==> config.mk <==
export PLATFORM = sky130hd
export DESIGN_NAME = sdfm_result_arb
export DESIGN_NICKNAME = d
export VERILOG_FILES = /design/src/rtl/sdfm_pkg.sv /design/src/rtl/sdfm_rr_pick.sv /design/src/rtl/sdfm_result_arb.sv
export SDC_FILE = /design/constraint.sdc
export NUM_CORES = 1
export LEC_CHECK = 0
export ABC_CLOCK_PERIOD_IN_PS = 5300
export BUFFER_PORTS_ARGS = -buffer_cell sky130_fd_sc_hd__buf_4
export CORE_ASPECT_RATIO = 2
export CORE_UTILIZATION = 26
export DETAILED_ROUTE_END_ITERATION = 6
export REMOVE_ABC_BUFFERS = 1
export SLEW_MARGIN = 20
export SYNTH_ARGS = -nofsm -noshare
export SYNTH_HDL_FRONTEND = slang
export SYNTH_HIERARCHICAL = 1
export SYNTH_SLANG_ARGS = --single-unit
==> constraint.sdc <==
create_clock -name SYSCLK -period 5.3 [get_ports SYSCLK]
set_clock_uncertainty 0.1 [all_clocks]
set_input_delay 0.53 -clock SYSCLK [delete_from_list [all_inputs] [get_ports SYSCLK]]
set_output_delay 0.53 -clock SYSCLK [all_outputs]
set_load 0.05 [all_outputs]
==> src/rtl/sdfm_pkg.sv <==
// Shared constants and arbiter state encoding for the sigma-delta result arbiter.
package sdfm_pkg;

    localparam int unsigned SdfmNch = 4;
    localparam int unsigned SdfmDw  = 32;

    typedef enum logic {
        StIdle  = 1'b0,
        StOffer = 1'b1
    } arb_state_e;

    // Channel index width; never below one bit so a 1-wide index always exists.
    function automatic int unsigned idx_width(input int unsigned n);
        return (n > 1) ? $clog2(n) : 1;
    endfunction

endpackage

==> src/rtl/sdfm_rr_pick.sv <==
// Round-robin pick: first requesting index after ptr_i, wrapping at NCH-1.
module sdfm_rr_pick
    import sdfm_pkg::*;
#(
    parameter int unsigned NCH = SdfmNch,
    parameter int unsigned CW  = idx_width(NCH)
) (
    input  logic [NCH-1:0] req_i,
    input  logic [CW-1:0]  ptr_i,
    output logic [CW-1:0]  gnt_o,
    output logic           any_o
);

    logic [CW-1:0] idx;

    always_comb begin
        gnt_o = '0;
        any_o = 1'b0;
        idx   = '0;
        for (int unsigned k = 1; k <= NCH; k++) begin
            idx = CW'((32'(ptr_i) + k) % NCH);
            if (!any_o && req_i[idx]) begin
                gnt_o = idx;
                any_o = 1'b1;
            end
        end
    end

endmodule

==> src/rtl/sdfm_result_arb.sv <==
// Collects per-channel filter results into holding registers and offers them
// one at a time on a valid/ready port in round-robin order.
module sdfm_result_arb
    import sdfm_pkg::*;
#(
    parameter  int unsigned NCH = SdfmNch,
    parameter  int unsigned DW  = SdfmDw,
    localparam int unsigned CW  = idx_width(NCH)
) (
    input  logic              SYSCLK,
    input  logic              SYSRSTn,
    input  logic [NCH*DW-1:0] ch_data,
    input  logic [NCH-1:0]    ch_update,
    input  logic [NCH-1:0]    ch_en,
    output logic [DW-1:0]     out_data,
    output logic [CW-1:0]     out_ch,
    output logic              out_valid,
    input  logic              out_ready,
    output logic [NCH-1:0]    pend,
    output logic [NCH-1:0]    ovf,
    input  logic [NCH-1:0]    ovf_clr,
    output logic              irq
);

    arb_state_e    state_q, state_d;
    logic [DW-1:0] hold_q [NCH];
    logic [DW-1:0] hold_d [NCH];
    logic [NCH-1:0] pend_q, pend_d, ovf_q, ovf_d;
    logic [NCH-1:0] cap, gnt_oh, req;
    logic           irq_q;
    logic [DW-1:0]  out_data_q, out_data_d;
    logic [CW-1:0]  out_ch_q, out_ch_d, ptr_q, ptr_d, pick;
    logic           out_valid_q, out_valid_d, pick_any, grant;

    // A disabled channel is never granted, even if its pend bit is still set this cycle.
    assign req = pend_q & ch_en;

    sdfm_rr_pick #(
        .NCH (NCH),
        .CW  (CW)
    ) u_pick (
        .req_i (req),
        .ptr_i (ptr_q),
        .gnt_o (pick),
        .any_o (pick_any)
    );

    always_comb begin
        state_d     = state_q;
        out_data_d  = out_data_q;
        out_ch_d    = out_ch_q;
        out_valid_d = out_valid_q;
        ptr_d       = ptr_q;
        grant       = 1'b0;
        unique case (state_q)
            StIdle: begin
                if (pick_any) begin
                    grant       = 1'b1;
                    out_data_d  = hold_q[pick];
                    out_ch_d    = pick;
                    out_valid_d = 1'b1;
                    state_d     = StOffer;
                end
            end
            StOffer: begin
                if (out_ready) begin
                    out_valid_d = 1'b0;
                    ptr_d       = out_ch_q;
                    state_d     = StIdle;
                end
            end
        endcase
    end

    always_comb begin
        for (int i = 0; i < NCH; i++) begin
            cap[i]    = ch_update[i] & ch_en[i];
            gnt_oh[i] = grant && (pick == CW'(i));
            hold_d[i] = cap[i] ? ch_data[i*DW +: DW] : hold_q[i];
            // A capture on the grant edge refills the slot rather than overrunning it.
            pend_d[i] = ch_en[i] & (cap[i] | (pend_q[i] & ~gnt_oh[i]));
            ovf_d[i]  = (cap[i] & pend_q[i] & ~gnt_oh[i]) | (ovf_q[i] & ~ovf_clr[i]);
        end
    end

    always_ff @(posedge SYSCLK or negedge SYSRSTn) begin
        if (!SYSRSTn) begin
            state_q     <= StIdle;
            out_data_q  <= '0;
            out_ch_q    <= '0;
            out_valid_q <= 1'b0;
            ptr_q       <= CW'(NCH - 1);
            pend_q      <= '0;
            ovf_q       <= '0;
            irq_q       <= 1'b0;
            for (int i = 0; i < NCH; i++) begin
                hold_q[i] <= '0;
            end
        end else begin
            state_q     <= state_d;
            out_data_q  <= out_data_d;
            out_ch_q    <= out_ch_d;
            out_valid_q <= out_valid_d;
            ptr_q       <= ptr_d;
            pend_q      <= pend_d;
            ovf_q       <= ovf_d;
            irq_q       <= |ovf_q;
            for (int i = 0; i < NCH; i++) begin
                hold_q[i] <= hold_d[i];
            end
        end
    end

    assign out_data  = out_data_q;
    assign out_ch    = out_ch_q;
    assign out_valid = out_valid_q;
    assign pend      = pend_q;
    assign ovf       = ovf_q;
    assign irq       = irq_q;

endmodule
==> metrics.txt <==
# setup viols final 0; final instance area 10000 um2; EDFF count, synth 0; clock tree from TritonCTS done; Post-synth top cells dfrtp_1, mux2_2, mux4_2; MaxCap Viol Count 0; Critical Path Slowest Stage Cell mux4_1; Non-Filler Instances 1009; Vias 4591; Detailed Place HPWL 13.6 mm; I/O Buffers 186; Synth cell types 29; Worst VDD drop 0.000239 V; Max-slew headroom 28.8%; unrepaired setup endpoints after global routing false; Period Utilization, post-route 58.2%; CTS buffer count 17; Hold WS 173 ps; placed instance count 972; layout cells sized above 1 64.9%; core area 28300 um2; detailed router's first-iteration violation count 91; die height 243 um; Final Hold Fails 0; crit path time final 3080 ps; Final Max Slew Viols 0; measured slew at the worst slew-check pin 1060 ps; crit-path cells nand2_1 -> inv_1 -> and2b_1 -> a21oi_2 -> o221ai_4 -> buf_4 -> mux4_1 -> mux2_2; Setup CP Type reg2reg; CTS Sinks 175; CP Data Required Time 5520 ps; largest net degree at the start of global routing 138; total I/O pin count 187; most frequent cell after synthesis dfrtp_1; initial antenna violation count 4; register area share after synthesis 58.2%; CP max stage delay 610 ps; clk buf depth 2; FF+latch count, synth 175; setup_tns 0 ps; clock-pin slew on the worst setup and hold paths 70 ps; LEAKAGE 4.45 nW; DR pass1 iterations 4; Syn. warnings 6; Post-Synth Adder-Cell Area 0%; Synth Area in Compound Gates 1.31%; global-route wire length before repair 30.4 mm; postcts setup bufs 0; Via-to-Cell Ratio 4.55; wire per inst 19.9 um; Post-Synth XOR/XNOR Area 0%; PD cells 495 nW/um2; DRT antenna net count 0; number of global-route vias before repair 5116; asr flop ratio synth 100%; f_max 324 MHz; largest cells by area after synthesis dfrtp_1, mux2_2, mux4_2, mux2_4, mux4_1; die width 122 um; post-synthesis mux area share 35.8%; Post-Synth Simple-Gate Area 1.95%; starting density of the core 26.6%; gr ovfl total 0; Clk Latency, worst-skew pair 440 ps; Layout area overhead 32.9%; die area 29700 um2; final wirelength 20.1 mm; DRC viols 0; main combinational cell family by area after synthesis multiplexers; DP Area 9300 um2; Worst EP arrival 3310 ps; post-synth top area cell dfrtp_1; Most used DFF post-synth dfrtp_1; synthesized area per cell 16.8 um2; CTS Root Cell clkbuf_16; GRT Total Usage 14.5%; mapped cell area 7530 um2; run status completed; Final nets 779; crit path max fanout 27; Synth Instances 448; Tightest Hold Check Type in2reg; FP Rows 87; Placer Congestion 0.726; Startpoint Class flop; H-tree Lvls 4; CP Capture Type flop; top-area cell type share of the netlist area 57.5%
[sequential cells by signal, indices dropped and copies added (netlist names)]
name,flops
state_q,1
irq,1
pend,4
hold_q,128
out_data,32
out_valid,1
ovf,4
out_ch,2
ptr_q,2
[per-layer routing]
layer | routed length, um | GRT usage [%] | vias up | share of wire [%]
met3 | 604 | 2.80 | 34 | 3.0
li1 | - | - | 2028 | -
met1 | 7000 | 14.4 | 2422 | 35
met5 | 0 | 0 | - | 0
met4 | 674 | 8.14 | 0 | 3.4
met2 | 11800 | 27.0 | 107 | 59
[final cells by class]
type / instances / area [um2]
tap: 356 / 445
clock buffer: 22 / 464
inverter: 10 / 37.5
fill: 2736 / 18300
clock inverter: 10 / 208
timing repair buffer: 193 / 1470
antenna: 4 / 10.0
multi-input combinational: 239 / 2980
sequential: 175 / 4380
[critical path: cells and delay by family, from the launching register on]
kind / cells / cell delay [ps]
muxes: 2 / 880
DFF: 1 / 390
buffers and inverters: 2 / 660
and+or+nand+nor: 2 / 320
AOI/OAI and AO/OA: 2 / 570
[report_power, final]
part	switching [mW]	total (mW)	leakage (nW)	internal [mW]
clock	0.534	1.44	0.317	0.909
combinational	0.916	1.68	2.07	0.760
sequential	0.193	1.83	2.06	1.64
[placed cells by master (no fill, tap or decap), types with 2 or more instances in the layout]
| master | count |
|---|---|
| buf_4 | 190 |
| bufinv_16 | 6 |
| clkbuf_1 | 3 |
| clkbuf_16 | 17 |
| clkbuf_8 | 2 |
| clkinvlp_4 | 3 |
| dfrtp_1 | 173 |
| dfstp_2 | 2 |
| diode_2 | 4 |
| inv_1 | 10 |
| mux2_2 | 139 |
| mux2_4 | 25 |
| mux4_1 | 6 |
| mux4_2 | 26 |
| nand2_1 | 6 |
| nand2_2 | 3 |
| nand2b_1 | 3 |
| nand3_1 | 4 |
| nor2_1 | 3 |
| nor4bb_1 | 2 |
| o21ai_0 | 4 |
| o22ai_1 | 5 |
[metrics by stage]
step | power [mW] | setup WS (ps) | util, %
2_1_floorplan | 2.98 | 1370 | -
3_3_place_gp | 3.53 | 1960 | 32.9
3_5_place_dp | 3.56 | 1880 | 32.9
4_1_cts | 5.02 | 2150 | 35.3
5_1_grt | 5.18 | 1980 | 35.3
6_report | 4.95 | 2220 | 35.3
[logic make-up (layout without fill, tap and decap cells)]
kind of cell / Yosys count / in the layout
compound gates: 15 / 15
simple gates: 27 / 27
flops: 175 / 175
mux: 197 / 197
buf+inv: 34 / 235
other cells: 0 / 4
[timing repair]
item                                   in CTS  in global routing
endpoints found under the hold margin      38                  0
hold buffers                                1                  0
gates resized for setup                     0                  0
[worst paths after layout]
check / startpoint / to / slack (ps) / cells past startpoint
max reg2reg: pend[2] / out_data[1] / 2220 / 8
max in group asynchronous: SYSRSTn / hold_q[4] / 3550 / 3
min reg2reg: hold_q[1] / hold_q[1] / 400 / 1
min in group asynchronous: SYSRSTn / hold_q[39] / 460 / 2
min: ovf_clr[1] / ovf[1] / 170 / 2
max: pend[2] / out_data[1] / 2220 / 8
Power figures use the tool's default switching activity.
